`config.mk`:
```
export PLATFORM = sky130hd
export DESIGN_NAME = retirement_rat
export DESIGN_NICKNAME = d
export VERILOG_FILES = /design/src/rtl/rv32i_types.sv /design/src/rtl/rrat_bundle_resolve.sv /design/src/rtl/retirement_rat.sv
export SDC_FILE = /design/constraint.sdc
export NUM_CORES = 1
export LEC_CHECK = 0
export BUFFER_PORTS_ARGS = -buffer_cell sky130_fd_sc_hd__buf_2
export CAP_MARGIN = 25
export CORE_MARGIN = 2
export CORE_UTILIZATION = 40
export DETAILED_ROUTE_END_ITERATION = 8
export MAX_ROUTING_LAYER = met4
export PLACE_DENSITY = 0.59
export SLEW_MARGIN = 10
export SYNTH_ARGS = -nofsm -noshare
export SYNTH_HDL_FRONTEND = slang
export SYNTH_SLANG_ARGS = --single-unit
```
`constraint.sdc`:
```
create_clock -name clk -period 2.75 [get_ports clk]
set_input_delay 0 -clock clk [delete_from_list [all_inputs] [get_ports clk]]
set_output_delay 0 -clock clk [all_outputs]
set_load 0.005 [all_outputs]
```
`src/rtl/rv32i_types.sv`:
```
// Shared types and sizes for the commit/retirement path.
// The ROB builds rrat_commit_t from its commit entries. The free-list push path uses rrat_free_t.
package rv32i_types;
  localparam int ARCH_REGS = 32;
  localparam int PHYS_REGS = 64;
  localparam int AREG_W    = $clog2(ARCH_REGS);
  localparam int PREG_W    = $clog2(PHYS_REGS);

  typedef struct packed {
    logic              valid;
    logic              regf_we;
    logic [AREG_W-1:0] rd;
    logic [PREG_W-1:0] pd;
  } rrat_commit_t;

  typedef struct packed {
    logic              valid;
    logic [PREG_W-1:0] preg;
  } rrat_free_t;

  function automatic logic [7:0] count_ones(input logic [63:0] v);
    logic [7:0] n;
    n = '0;
    for (int i = 0; i < 64; i++) n = n + {7'd0, v[i]};
    return n;
  endfunction
endpackage

```
`src/rtl/rrat_bundle_resolve.sv`:
```
// Per-slot resolution of one commit bundle. It selects the freed physical reg, forwarding from an
// older slot in the same bundle, and gates table writes so that only the youngest writer of each rd writes.
module rrat_bundle_resolve #(
  parameter int SS = 2,
  parameter int AW = 5,
  parameter int PW = 6
) (
  input  logic [SS-1:0]         valid,
  input  logic [SS-1:0]         regf_we,
  input  logic [SS-1:0][AW-1:0] rd,
  input  logic [SS-1:0][PW-1:0] pd,
  input  logic [SS-1:0][PW-1:0] old_preg,
  output logic [SS-1:0]         eff,
  output logic [SS-1:0]         wr_en,
  output logic [SS-1:0][PW-1:0] free_preg
);
  genvar gi;
  generate
    for (gi = 0; gi < SS; gi++) begin : g_eff
      assign eff[gi] = valid[gi] && regf_we[gi] && (rd[gi] != '0);
    end
  endgenerate

  // The ascending scan of older slots leaves the youngest matching older slot as the forwarding source.
  always_comb begin
    free_preg = old_preg;
    wr_en     = eff;
    for (int k = 0; k < SS; k++) begin
      for (int j = 0; j < SS; j++) begin
        if (j < k && eff[j] && rd[j] == rd[k]) free_preg[k] = pd[j];
        if (j > k && eff[j] && rd[j] == rd[k]) wr_en[k] = 1'b0;
      end
    end
  end
endmodule

```
`src/rtl/retirement_rat.sv`:
```
// Retirement RAT: holds committed arch->phys map, frees overwritten regs, publishes map after flush.
// Optional RRAT_STATS_EN adds saturating retired/freed counters.
module retirement_rat
  import rv32i_types::*;
#(
  parameter int SS        = 2,
  parameter int ARCH_REGS = rv32i_types::ARCH_REGS,
  parameter int PHYS_REGS = rv32i_types::PHYS_REGS,
  localparam int AW       = $clog2(ARCH_REGS),
  localparam int PW       = $clog2(PHYS_REGS)
) (
  input  logic                         clk,
  input  logic                         rst,
  input  logic [SS-1:0]                commit_valid,
  input  logic [SS-1:0]                commit_regf_we,
  input  logic [SS-1:0][AW-1:0]        commit_rd,
  input  logic [SS-1:0][PW-1:0]        commit_pd,
  input  logic                         flush,
  output logic [SS-1:0]                free_valid,
  output logic [SS-1:0][PW-1:0]        free_preg,
  output logic                         restore_valid,
  output logic [ARCH_REGS-1:0][PW-1:0] restore_map
`ifdef RRAT_STATS_EN
  ,
  output logic [63:0]                  retired_cnt,
  output logic [63:0]                  freed_cnt
`endif
);
  logic [PW-1:0]         map_reg [ARCH_REGS];
  logic [SS-1:0][PW-1:0] old_preg;
  logic [SS-1:0]         eff;
  logic [SS-1:0]         wr_en;
  logic [SS-1:0][PW-1:0] sel_preg;
  logic [SS-1:0]         free_valid_reg;
  logic [SS-1:0][PW-1:0] free_preg_reg;
  logic                  restore_valid_reg;

  genvar gi;
  generate
    for (gi = 0; gi < SS; gi++) begin : g_slot
      assign old_preg[gi] = map_reg[commit_rd[gi]];
      // Slots whose pd is 0 cannot be distinguished from the reset mapping of x0.
      assert property (@(posedge clk) disable iff (rst) !(eff[gi] && commit_pd[gi] == '0))
        else $error("retirement_rat: effective commit with pd 0 in slot %0d", gi);
    end
    for (gi = 0; gi < ARCH_REGS; gi++) begin : g_view
      assign restore_map[gi] = map_reg[gi];
    end
  endgenerate

  rrat_bundle_resolve #(.SS(SS), .AW(AW), .PW(PW)) u_resolve (
    .valid     (commit_valid),
    .regf_we   (commit_regf_we),
    .rd        (commit_rd),
    .pd        (commit_pd),
    .old_preg  (old_preg),
    .eff       (eff),
    .wr_en     (wr_en),
    .free_preg (sel_preg)
  );

  always_ff @(posedge clk) begin
    if (rst) begin
      for (int i = 0; i < ARCH_REGS; i++) map_reg[i] <= PW'(i);
      free_valid_reg    <= '0;
      free_preg_reg     <= '0;
      restore_valid_reg <= 1'b0;
    end else begin
      for (int k = 0; k < SS; k++) begin
        if (wr_en[k]) map_reg[commit_rd[k]] <= commit_pd[k];
        free_preg_reg[k] <= eff[k] ? sel_preg[k] : '0;
      end
      free_valid_reg    <= eff;
      restore_valid_reg <= flush;
    end
  end

  assign free_valid    = free_valid_reg;
  assign free_preg     = free_preg_reg;
  assign restore_valid = restore_valid_reg;

`ifdef RRAT_STATS_EN
  logic [63:0] retired_cnt_reg, freed_cnt_reg;
  logic [64:0] retired_sum_next, freed_sum_next;

  always_comb begin
    retired_sum_next = {1'b0, retired_cnt_reg} + 65'(count_ones(64'(commit_valid)));
    freed_sum_next   = {1'b0, freed_cnt_reg} + 65'(count_ones(64'(eff)));
  end

  always_ff @(posedge clk) begin
    if (rst) begin
      retired_cnt_reg <= '0;
      freed_cnt_reg   <= '0;
    end else begin
      retired_cnt_reg <= retired_sum_next[64] ? '1 : retired_sum_next[63:0];
      freed_cnt_reg   <= freed_sum_next[64] ? '1 : freed_sum_next[63:0];
    end
  end

  assign retired_cnt = retired_cnt_reg;
  assign freed_cnt   = freed_cnt_reg;
`endif
endmodule

```
==> results.txt, run 1 <==
----------------------------------------------------
[Run status]
  Result of the run ... complete, no violations

[Yosys]
  Register area share after synthesis ... around half
  Async set-reset flop share out of synthesis ... 0%
  Most frequently used flop master after synthesis ... edfxtp_1
  Portion of synthesized cell area occupied by the leading cell type ... 47.4%
  Cells after Synth ... 1088
  Area of the mapped netlist ... 12200 µm²
  Ys Warns ... 0
  Avg Synthesized Cell Area ... 11.2 µm²
  Distinct cells, synth ... a little over 50
  Number of synthesized register bits ... 207
  Library cell occupying the most area in the post-synthesis netlist ... edfxtp_1
  Number of flops mapped to enable cells by yosys ... 192
  Cell types with the largest area share after synthesis ... edfxtp_1 47%, mux4_2 9.6%, mux2i_1 7.2%, a22oi_1 4.4%, o22ai_1 3.9%

[Min path]
  Origin of the worst min-delay path ... commit_pd[7]
  End point of the most critical hold path ... map_reg[1][1]$_DFFE_PP_
  Min-Delay Path Class ... in -> reg
  Count of cells along the worst hold path ... 3

[Timing]
  Worst Clk Skew ... about 0.014 ns
  Setup repair after global routing missed its margin ... false
  Max-Slew Margin vs Limit ... 32.3%
  Count of endpoints failing hold in the final timing report ... 0
  Final Setup Violations ... 0
  Tightest Pin Transition ... 1.01 ns
  Fin crit share ... 90.9%
  Upper clock frequency limit ... between 300 and 400 MHz
  Crit path time final ... 2.50 ns
  Max-slew violation total from the final report ... 0
  Setup TNS Final ... 0 ns

[Worst setup path]
  Reg2reg start ... map_reg[1][5]$_DFFE_PP_
  Count of buffer and inverter cells on the critical path ... 5
  Maximum cell stage delay along the critical path ... 0.57 ns
  Most common cell type on the critical path ... dlygate4sd3_1
  Worst Reg2Reg Path Length in Cells ... 4
  Startpoint Class ... input port
  Crit-path slowest cell ... dlygate4sd3_1
  Critical path, cell by cell ... dlygate4sd3_1 > buf_2 > buf_4 > a211o_1 > inv_2 > o311a_1 > nand2_1 > o21ai_0 > dlygate4sd3_1
  Crit path arrival time ... 2.92 ns
  R2R setup slack ... 0.63 ns
  Critical Path Sink Type ... flip-flop
  Crit path depth ... 9
  Critical Setup Path Class ... in -> reg
  Capturing point of the worst reg2reg path ... free_preg[5]$_SDFF_PP0_
  Cell family contributing the most delay on the critical path ... buffers and inverters
  Maximum net fanout on the critical path ... 16
  CP Data Required Time ... approximately 3.2 ns

[GRT]
  Congestion Overflow GR ... 0
  Antenna violations before repair ... 1
  Pin count of the biggest net entering global routing ... 71
  Number of global-route vias before repair ... approximately 11000
  Total GRT Usage ... 36.9%
  Global-route wire length before repair ... approximately 80000 µm

[Cells and area]
  Area growth from synthesis to final layout ... 24.3%
  Flip-flop and latch area ... 6070 µm²
  Count of filler cells inserted in the layout ... between 2000 and 3000
  Net count of the finished layout ... 1391
  Number of flip-flops in the largest register ... between 150 and 200
  Most common library cell in the layout ignoring fill and taps ... buf_2
  Commonest non-fill, non-tap cells in the layout ... 233 x buf_2, 192 x edfxtp_1, 110 x nand2_1, 103 x buf_4, 101 x nor2_1
  Fraction of final layout cells with drive strength greater than 1 ... 32.3%
  Total area of multi-input combinational cells ... 5700 µm²

[Detailed routing]
  Drt total wl ... about 58000 µm
  Residual antenna-violating net count after detailed routing ... 0
  Drt pass-1 iters ... 6
  Number of vias per cell ... 6.87
  Total via count in the routed design ... 12200
  Count of routing violations after the opening detailed-route iteration ... 2289
  Detailed-route wire length per cell ... about 33 µm
  Total DRC errors in the routed layout ... 0

[Placed design]
  IO Port Bufs ... 235
  Final RePlAce weighted congestion ... between 1 and 1.5
  HPWL after DPL ... 42600 µm

[CTS]
  Number of setup buffers added after CTS ... 0
  H-tree levels ... 1
  CTS clk-pin slew, worst paths ... 0.07 ns
  Hold-fix buffers at CTS ... 8
  Maximum buffer depth of the clock tree ... 3
  Num CTS Buffers ... 23
  CTS tree ... yes
  # clock sinks ... 207
  Number of gates resized after CTS ... 0
  Clock network latency to the later pin of the worst-skew pair ... approximately 0.54 ns
  Clk Tree Root Cell ... clkbuf_16

[Power and ir drop]
  Power share of the sequential group ... 46.7%
  Internal power ... 5.80 mW
  Power, Total ... 8.14 mW
  Combinational Power Share ... about 16%
  PwrDens ... 539 nW/µm²
  Share of total power consumed by net switching ... 28.7%
  Worst ir drop on vdd ... 408 µV
  Net switching power figure ... 2.34 mW
  Portion of total power attributed to the clock network ... 37.6%
  Leak ... 5.58 nW

[Die]
  Die Ht ... approximately 180 µm
  Initial Utilization ... 40.8%
  Full die area ... 31800 µm²
  Placement row count ... 63
  Boundary pin count ... around 240
  Core Footprint ... around 30000 µm²
  Die boundary width ... 178 µm

[Flow run]
  Max-cap violation count ... 0

----------------------------------------------------
tightest hold or removal path, cell delays in order:
cell and delay, ns:
buf_2 0.25, nand2_1 0.11, o31ai_1 0.06
routing by layer:
layer	GRT usage, %	vias up	part of all wire [%]
met3	7.14	181	14
li1	-	4866	-
met2	54.8	1167	44
met5	-	-	0
met4	14.2	0	4.7
met1	50.0	5957	37
per-stage QoR:
stage | util, % | worst slack, ns | std cells | hold WS [ns] | cell area, µm²
final | 50.7 | 0.250 | 1771 | 0.0461 | 15100
after CTS | 50.7 | 0.330 | 1769 | 0.000671 | 15100
after floorplan | - | 0.552 | 1093 | 0.128 | 12200
after global routing | 50.7 | 0.161 | 1770 | 0.00120 | 15100
after global placement | 48.0 | 0.181 | 1719 | 0.209 | 14300
after detailed placement | 48.0 | 0.147 | 1719 | 0.220 | 14300
synth_stat cells, drive strengths merged, types with 12 or more instances:
cell type	number
a31oi	14
and3	12
clkbuf	66
dfxtp	15
nor2	101
edfxtp	192
buf	38
o31ai	13
nand2	110
a22oi	71
nor4	20
mux2i	88
nand3	15
o22ai	76
a21oi	15
mux4	52
o21ai	79
worst max path at each step:
stage / startpoint / end / slack [ns]
floorplan: commit_rd[3] / map_reg[15][0]$_DFFE_PP_ / 0.55
global placement: commit_rd[3] / map_reg[28][4]$_DFFE_PP_ / 0.18
detailed placement: commit_rd[3] / map_reg[9][2]$_DFFE_PP_ / 0.15
CTS: rst / map_reg[28][1]$_DFFE_PP_ / 0.33
global route: rst / map_reg[2][0]$_DFFE_PP_ / 0.16
finish: rst / map_reg[2][0]$_DFFE_PP_ / 0.25
power groups by stage:
stage	Clock [mW]	Sequential [mW]	Combinational (mW)
floorplan	0	3.80	0.606
global placement	0	3.85	1.22
detailed placement	0	3.86	1.23
CTS	3.05	3.79	1.24
global route	3.17	3.81	1.31
finish	3.06	3.80	1.28
area by class of cell:
type | instances | share of cell area (%)
inverter | 7 | 0.174
multi-input combinational | 775 | 37.7
tap | 390 | 3.23
antenna | 2 | 0.0331
sequential | 207 | 40.1
clock inverter | 12 | 0.663
timing repair buffer | 348 | 13.9
clock buffer | 30 | 4.12
kinds of logic (layout without fill, tap and decap cells):
kind of cell / count (synthesis) / count (layout) / share of synthesized area (%)
buf+inv: 111 / 397 / 3.73
compound gates: 302 / 302 / 16.3
other cells: 1 / 8 / 0.0308
xor+xnor: 5 / 5 / 0.360
mux: 140 / 140 / 16.9
simple gates: 322 / 322 / 12.8
flops: 207 / 207 / 49.9
Power figures use the tool's default switching activity.
==> inputs of run 2 (changes only) <==
Settings changed: MAX_ROUTING_LAYER met4 to not set.
==> run 2 against run 1 <==
Net effect: sequential power barely moved; routed wire length fell by 0.44%; die area did not move; design area fell by 0.31%; first-iteration DRC count fell by 13%; count of clock-buffer cells in the layout fell by 4; setup slack improved by 0.24 ns; non-clock buffer count fell by 7.
==> results.txt, run 2 (synthesized netlist as in run 1, its figures left out) <==
----------------------------------------------------
[CTS]
  CTS tree ... yes
  Clk Tree Root Cell ... clkbuf_16
  H-tree levels ... 1 (unchanged)
  Maximum buffer depth of the clock tree ... 3 (unchanged)
  Hold-fix buffers at CTS ... 5 (-3)
  CTS clk-pin slew, worst paths ... 0.07 ns (about the same)
  Number of setup buffers added after CTS ... 0 (unchanged)
  Clock network latency to the later pin of the worst-skew pair ... 0.53 ns (about the same)
  Num CTS Buffers ... 23 (unchanged)
  Number of gates resized after CTS ... 0 (unchanged)
  # clock sinks ... 207 (unchanged)

[Cells and area]
  Final core utilization ... 50.5% (-0.16 points)
  Commonest non-fill, non-tap cells in the layout ... 233 x buf_2, 192 x edfxtp_1, 110 x nand2_1, 101 x nor2_1, 98 x buf_4
  Area growth from synthesis to final layout ... 23.9%
  Net count of the finished layout ... 1384 (-0.50%)
  Fraction of final layout cells with drive strength greater than 1 ... 31.9% (-0.35 points)
  Number of flip-flops in the largest register ... 192 (unchanged)
  Most common library cell in the layout ignoring fill and taps ... buf_2

[Timing]
  Final Setup Violations ... 0 (unchanged)
  Crit path time final ... 2.26 ns (-0.243 ns)
  Upper clock frequency limit ... 443 MHz (+11%)
  Worst Clk Skew ... 0.0160 ns (+0.00241 ns)
  Max-slew violation total from the final report ... 0 (unchanged)
  Fin crit share ... 82.1% (-8.8 points)
  Setup repair after global routing missed its margin ... false
  Tightest Pin Transition ... 0.951 ns (-0.0541 ns)
  Count of endpoints failing hold in the final timing report ... 0 (unchanged)
  Max-Slew Margin vs Limit ... 35.9% (+3.6 points)
  Setup TNS Final ... 0 ns (unchanged)

[Worst setup path]
  Crit path depth ... 7 (-2)
  Worst Reg2Reg Path Length in Cells ... 4 (unchanged)
  Maximum net fanout on the critical path ... 15 (-1)
  Crit path arrival time ... 2.66 ns (-0.26 ns)
  Startpoint Class ... input port
  Crit-path slowest cell ... dlygate4sd3_1
  Cell family contributing the most delay on the critical path ... compound AO/OA/AOI/OAI gates
  Critical Path Sink Type ... flip-flop
  Count of buffer and inverter cells on the critical path ... 2 (-3)
  Critical Setup Path Class ... in -> reg
  Critical path, cell by cell ... buf_2 > or3_4 > o311ai_2 > o311a_1 > nand2_1 > o21ai_0 > dlygate4sd3_1
  Maximum cell stage delay along the critical path ... 0.56 ns (about the same)
  CP Data Required Time ... 3.16 ns (about the same)

[GRT]
  Total GRT Usage ... 35.7% (-1.2 points)
  Number of global-route vias before repair ... 11100 (+2.1%)
  Antenna violations before repair ... 2 (+1)
  Pin count of the biggest net entering global routing ... 63 (-11%)
  Congestion Overflow GR ... 0 (unchanged)
  Global-route wire length before repair ... 79900 µm (-0.28%)

[Power and ir drop]
  Worst ir drop on vdd ... 357 µV (-13%)
  Leak ... 5.55 nW (-0.48%)
  PwrDens ... 541 nW/µm² (+0.50%)

[Die]
  Initial Utilization ... 40.8% (unchanged)
  Core Footprint ... 29800 µm² (unchanged)
  Placement row count ... 63 (unchanged)
  Die Ht ... 178 µm (unchanged)
  Die boundary width ... 178 µm (unchanged)
  Full die area ... 31800 µm² (unchanged)
  Boundary pin count ... 236 (unchanged)

[Detailed routing]
  Total DRC errors in the routed layout ... 0 (unchanged)
  Drt total wl ... 57700 µm (-0.44%)
  Count of routing violations after the opening detailed-route iteration ... 1988 (-13%)
  Detailed-route wire length per cell ... 32.8 µm (+0.18%)
  Number of vias per cell ... 6.83 (-0.66%)
  Residual antenna-violating net count after detailed routing ... 0 (unchanged)
  Total via count in the routed design ... 12000 (-1.3%)
  Drt pass-1 iters ... 6 (unchanged)

[Placed design]
  Final RePlAce weighted congestion ... 1.08 (+5.0%)
  IO Port Bufs ... 235 (unchanged)
  HPWL after DPL ... 42900 µm (+0.65%)

[Min path]
  Min-Delay Path Class ... in -> reg
  Count of cells along the worst hold path ... 4 (+1)

[Flow run]
  Max-cap violation count ... 0 (unchanged)

[Run status]
  Result of the run ... complete, no violations

----------------------------------------------------
==> run 2: cell count changes in the layout (fill, tap and decap cells not counted), moves of 2 or more <==
cell and delta:
bufinv_16 +2, clkbuf_8 -2, clkinv_1 +3, dlygate4sd3_1 -3
buf_4 -5, clkbuf_1 -2
==> run 2: final cells by class <==
type | count | area (µm²)
Clock inverter | 13 | 138
Multi-Input combinational cell | 775 | 5700
Tap cell | 390 | 488
Fill cell | 2769 | 14700
Inverter | 7 | 26.3
Antenna cell | 1 | 2.50
Timing Repair Buffer | 341 | 2050
Sequential cell | 207 | 6070
Clock buffer | 26 | 587
==> run 2: through the flow <==
stage	std cells	hold WS, ns	worst slack, ns	area, µm²	total power, mW
6_report	1760	0.0116	0.492	15100	8.15
5_1_grt	1759	0.0457	0.431	15100	8.31
4_1_cts	1759	0.00295	0.549	15100	8.10
3_5_place_dp	1715	0.219	0.106	14300	5.08
3_3_place_gp	1714	0.208	0.0689	14300	5.07
2_1_floorplan	1093	0.128	0.552	12200	4.41
==> run 2: per-layer routing <==
metal  global-route usage, %  up-vias  share of wire, %
li1                        -     4837                 -
met1                    48.6     5876                36
met2                    53.9     1096                44
met3                    8.38      207                14
met4                    16.6        0               6.0
met5                       0        -                 0
==> run 2: worst reg2reg max path, stage by stage (launching register included) <==
cell      delay, ns
edfxtp_1       0.46
mux4_2         0.50
a22o_1         0.32
a221oi_1       0.48
a31oi_1        0.18
==> run 2: worst paths after layout <==
| check | slack [ns] | endpoint | from |
|---|---|---|---|
| setup / recovery | 0.49 | map_reg[2][0]$_DFFE_PP_ | commit_rd[2] |
| hold / removal | 0.01 | free_valid[0]$_SDFF_PP0_ | commit_regf_we[0] |
| setup reg to reg | 0.65 | free_preg[4]$_SDFF_PP0_ | map_reg[19][4]$_DFFE_PP_ |
| hold reg to reg | 0.95 | free_preg[1]$_SDFF_PP0_ | map_reg[28][1]$_DFFE_PP_ |
==> run 2: where the power goes <==
part,internal [mW],switching (mW),total [mW]
combinational,0.478,0.792,1.27
clock,1.80,1.29,3.09
sequential,3.62,0.179,3.80
==> inputs of run 3 (changes only) <==
Clock period 2.75 ns to 2.1 ns, I/O delays scaled along.
==> run 3 against run 2 <==
Net effect: routed wire length grew 1.7%; global-route usage is 0.73 points higher; sequential power rose by 30%; critical endpoint is now free_preg[8]$_SDFF_PN0_; flip-flop and latch count did not move; critical path depth did not move; register-to-register slack worse by 0.53 ns; setup slack worse by 0.37 ns; cell count up 7.4%; design area is 7.5% higher; sequential share of layout area decreased by 2.8 points; highest routed layer is now met5; utilization increased by 3.8 points; count of clock-buffer cells in the layout increased by 4.
==> results.txt, run 3 (synthesized netlist as in run 1, its figures left out) <==
----------------------------------------------------
[GRT]
  Pin count of the biggest net entering global routing ... 35 (-44%)
  Total GRT Usage ... 36.4% (+0.73 points)
  Global-route wire length before repair ... 81600 µm (+2.1%)
  Antenna violations before repair ... 1 (-1)
  Congestion Overflow GR ... 0 (unchanged)
  Number of global-route vias before repair ... 11400 (+2.5%)

[Flow run]
  Max-cap violation count ... 0 (unchanged)

[Timing]
  Worst Clk Skew ... 0.0125 ns (-0.00353 ns)
  Upper clock frequency limit ... 506 MHz
  Crit path time final ... approximately 2.0 ns
  Setup WS post-layout ... 0.125 ns (-0.368 ns)
  Hold_ws ... 0.0356 ns (+0.0239 ns)
  Final Setup Violations ... 0 (unchanged)
  Count of endpoints failing hold in the final timing report ... 0 (unchanged)
  Tightest Pin Transition ... 0.930 ns (-0.0208 ns)
  Setup repair after global routing missed its margin ... false
  Fin crit share ... 94.1%
  Max-Slew Margin vs Limit ... 38.0% (+2.1 points)
  Max-slew violation total from the final report ... 0 (unchanged)

[Placed design]
  HPWL after DPL ... 44500 µm (+3.7%)
  IO Port Bufs ... 235 (unchanged)
  Number of cells after detailed placement ... 1843 (+7.5%)
  Worst setup slack before clock tree synthesis ... -0.172 ns (-0.278 ns)
  Final RePlAce weighted congestion ... 1.00 (-7.0%)

[Detailed routing]
  Top layer reached by signal wires ... met5
  Sum of routed wire segments on met1 ... 22500 µm (+7.0%)
  Detailed-route wire length per cell ... 31.0 µm (-5.3%)
  Met2 WL post-DR ... 25600 µm (+1.9%)
  Met3 Routed Length ... 7600 µm (-5.6%)
  Drt pass-1 iters ... 6 (unchanged)
  Count of routing violations after the opening detailed-route iteration ... 1923 (-3.3%)
  Total via count in the routed design ... 12300 (+2.2%)
  Number of vias per cell ... 6.50 (-4.8%)
  Drt total wl ... 58600 µm (+1.7%)
  Residual antenna-violating net count after detailed routing ... 0 (unchanged)
  Total DRC errors in the routed layout ... 0 (unchanged)

[CTS]
  CTS tree ... yes
  Clk Tree Root Cell ... clkbuf_16
  CTS clk-pin slew, worst paths ... 0.06 ns (about the same)
  Number of setup buffers added after CTS ... 0 (unchanged)
  # clock sinks ... 207 (unchanged)
  Clock network latency to the later pin of the worst-skew pair ... 0.53 ns (about the same)
  Num CTS Buffers ... 23 (unchanged)
  H-tree levels ... 1 (unchanged)
  Maximum buffer depth of the clock tree ... 3 (unchanged)

[Die]
  Die Ht ... 178 µm (unchanged)
  Initial Utilization ... 40.8% (unchanged)
  Boundary pin count ... 236 (unchanged)
  Die boundary width ... 178 µm (unchanged)
  Full die area ... 31800 µm² (unchanged)
  Placement row count ... 63 (unchanged)
  Core Footprint ... 29800 µm² (unchanged)

[Worst setup path]
  Count of buffer and inverter cells on the critical path ... 2 (unchanged)
  R2R setup slack ... 0.12 ns (-0.53 ns)
  Crit path depth ... 7 (unchanged)
  Critical Setup Path Class ... reg -> reg
  Capturing point of the worst reg2reg path ... free_preg[8]$_SDFF_PN0_
  Critical Path Sink Type ... flip-flop
  Cell family contributing the most delay on the critical path ... simple AND/OR/NAND/NOR gates
  Critical path launch point ... map_reg[7][2]$_DFFE_PP_
  Critical path destination ... free_preg[8]$_SDFF_PN0_
  Critical path, cell by cell ... buf_4 > mux2i_1 > o22ai_1 > nor4_1 > and3_1 > nor3_1 > buf_4
  Maximum net fanout on the critical path ... 2 (-13)
  Crit path arrival time ... 2.40 ns (-0.26 ns)
  Maximum cell stage delay along the critical path ... 0.42 ns (-0.14 ns)
  Startpoint Class ... flip-flop
  Reg2reg start ... map_reg[7][2]$_DFFE_PP_
  Crit-path slowest cell ... edfxtp_1
  CP Data Required Time ... 2.52 ns (-0.64 ns)
  Most common cell type on the critical path ... buf_4
  Worst Reg2Reg Path Length in Cells ... 7 (+3)

[Power and ir drop]
  Share of total power consumed by net switching ... 27.7% (+0.047 points)
  Worst ir drop on vdd ... 489 µV (+37%)
  PwrDens ... 667 nW/µm² (+23%)
  Net switching power figure ... 3.00 mW (+33%)
  Power share of the sequential group ... 45.8% (-0.8 points)
  Leak ... 6.22 nW (+12%)
  Internal power ... 7.80 mW (+32%)
  Combinational Power Share ... 17.8% (+2.2 points)
  Portion of total power attributed to the clock network ... 36.4% (-1.5 points)

[Cells and area]
  Net count of the finished layout ... 1513 (+9.3%)
  Commonest non-fill, non-tap cells in the layout ... 233 x buf_2, 212 x buf_4, 192 x edfxtp_1, 110 x nand2_1, 101 x nor2_1
  Fraction of final layout cells with drive strength greater than 1 ... 37.5% (+5.6 points)
  Non-filler instance count after layout ... 1890 (+7.4%)
  Final core utilization ... 54.3% (+3.8 points)
  Area growth from synthesis to final layout ... 33.2%
  Most common library cell in the layout ignoring fill and taps ... buf_2
  Number of flip-flops in the largest register ... 192 (unchanged)
  # diodes ... 0 (-1)

[Min path]
  Min-Delay Path Class ... in -> reg

[Run status]
  Result of the run ... complete, no violations

----------------------------------------------------
-- run 3: cell types whose count changed in the layout (fill, tap and decap cells not counted), sizes merged --
cell,change
bufinv,-1
dlygate4sd3,+1
clkbuf,+4
diode,-1
clkinv,-1
buf,+128
-- run 3: layout make-up --
cell class	instances	area, µm²
Clock buffer	30	602
Clock inverter	11	106
Fill cell	2688	13600
Inverter	7	26.3
Multi-Input combinational cell	775	5700
Sequential cell	207	6070
Tap cell	390	488
Timing Repair Buffer	470	3200
-- run 3: worst min path at each step --
stage                       startpoint                  endpoint  cells after the start
after global placement           flush  restore_valid$_SDFF_PP0_                      2
after global routing      commit_pd[7]   map_reg[1][1]$_DFFE_PP_                      3
after detailed placement         flush  restore_valid$_SDFF_PP0_                      2
after floorplan                  flush  restore_valid$_SDFF_PP0_                      1
after CTS                 commit_pd[8]  map_reg[19][2]$_DFFE_PP_                      4
final                     commit_pd[7]   map_reg[1][1]$_DFFE_PP_                      3
-- run 3: what timing repair did --
item                      CTS  global route
hold endpoints to repair   13             0
resized for setup           0             0
hold buffers                6             0
-- run 3: tightest hold or removal path, cell delays in order --
cell	delay (ns)
buf_2	0.23
nand2_1	0.10
o31ai_1	0.06
-- run 3: per-layer routing --
| layer | vias up | GRT usage (%) |
|---|---|---|
| met5 | - | 0 |
| met4 | 2 | 14.4 |
| met3 | 176 | 6.61 |
| met2 | 983 | 55.4 |
| met1 | 6034 | 51.6 |
| li1 | 5091 | - |
-- run 3: power by group through the flow --
| stage | Sequential, mW | Combinational (mW) | Clock, mW |
|---|---|---|---|
| detailed placement | 5.02 | 1.85 | 0 |
| floorplan | 4.98 | 0.795 | 0 |
| finish | 4.95 | 1.92 | 3.93 |
| global placement | 5.02 | 1.85 | 0 |
| global route | 4.97 | 1.97 | 4.07 |
| CTS | 4.94 | 1.87 | 3.93 |
-- run 3: stage by stage --
step	TNS [ns]	total power, mW	instance area (µm²)
6_report	0	10.8	16200
5_1_grt	0	11.0	16200
4_1_cts	0	10.7	16200
3_5_place_dp	-8.63	6.88	15400
3_3_place_gp	-6.15	6.87	15400
2_1_floorplan	-4.00	5.77	12200
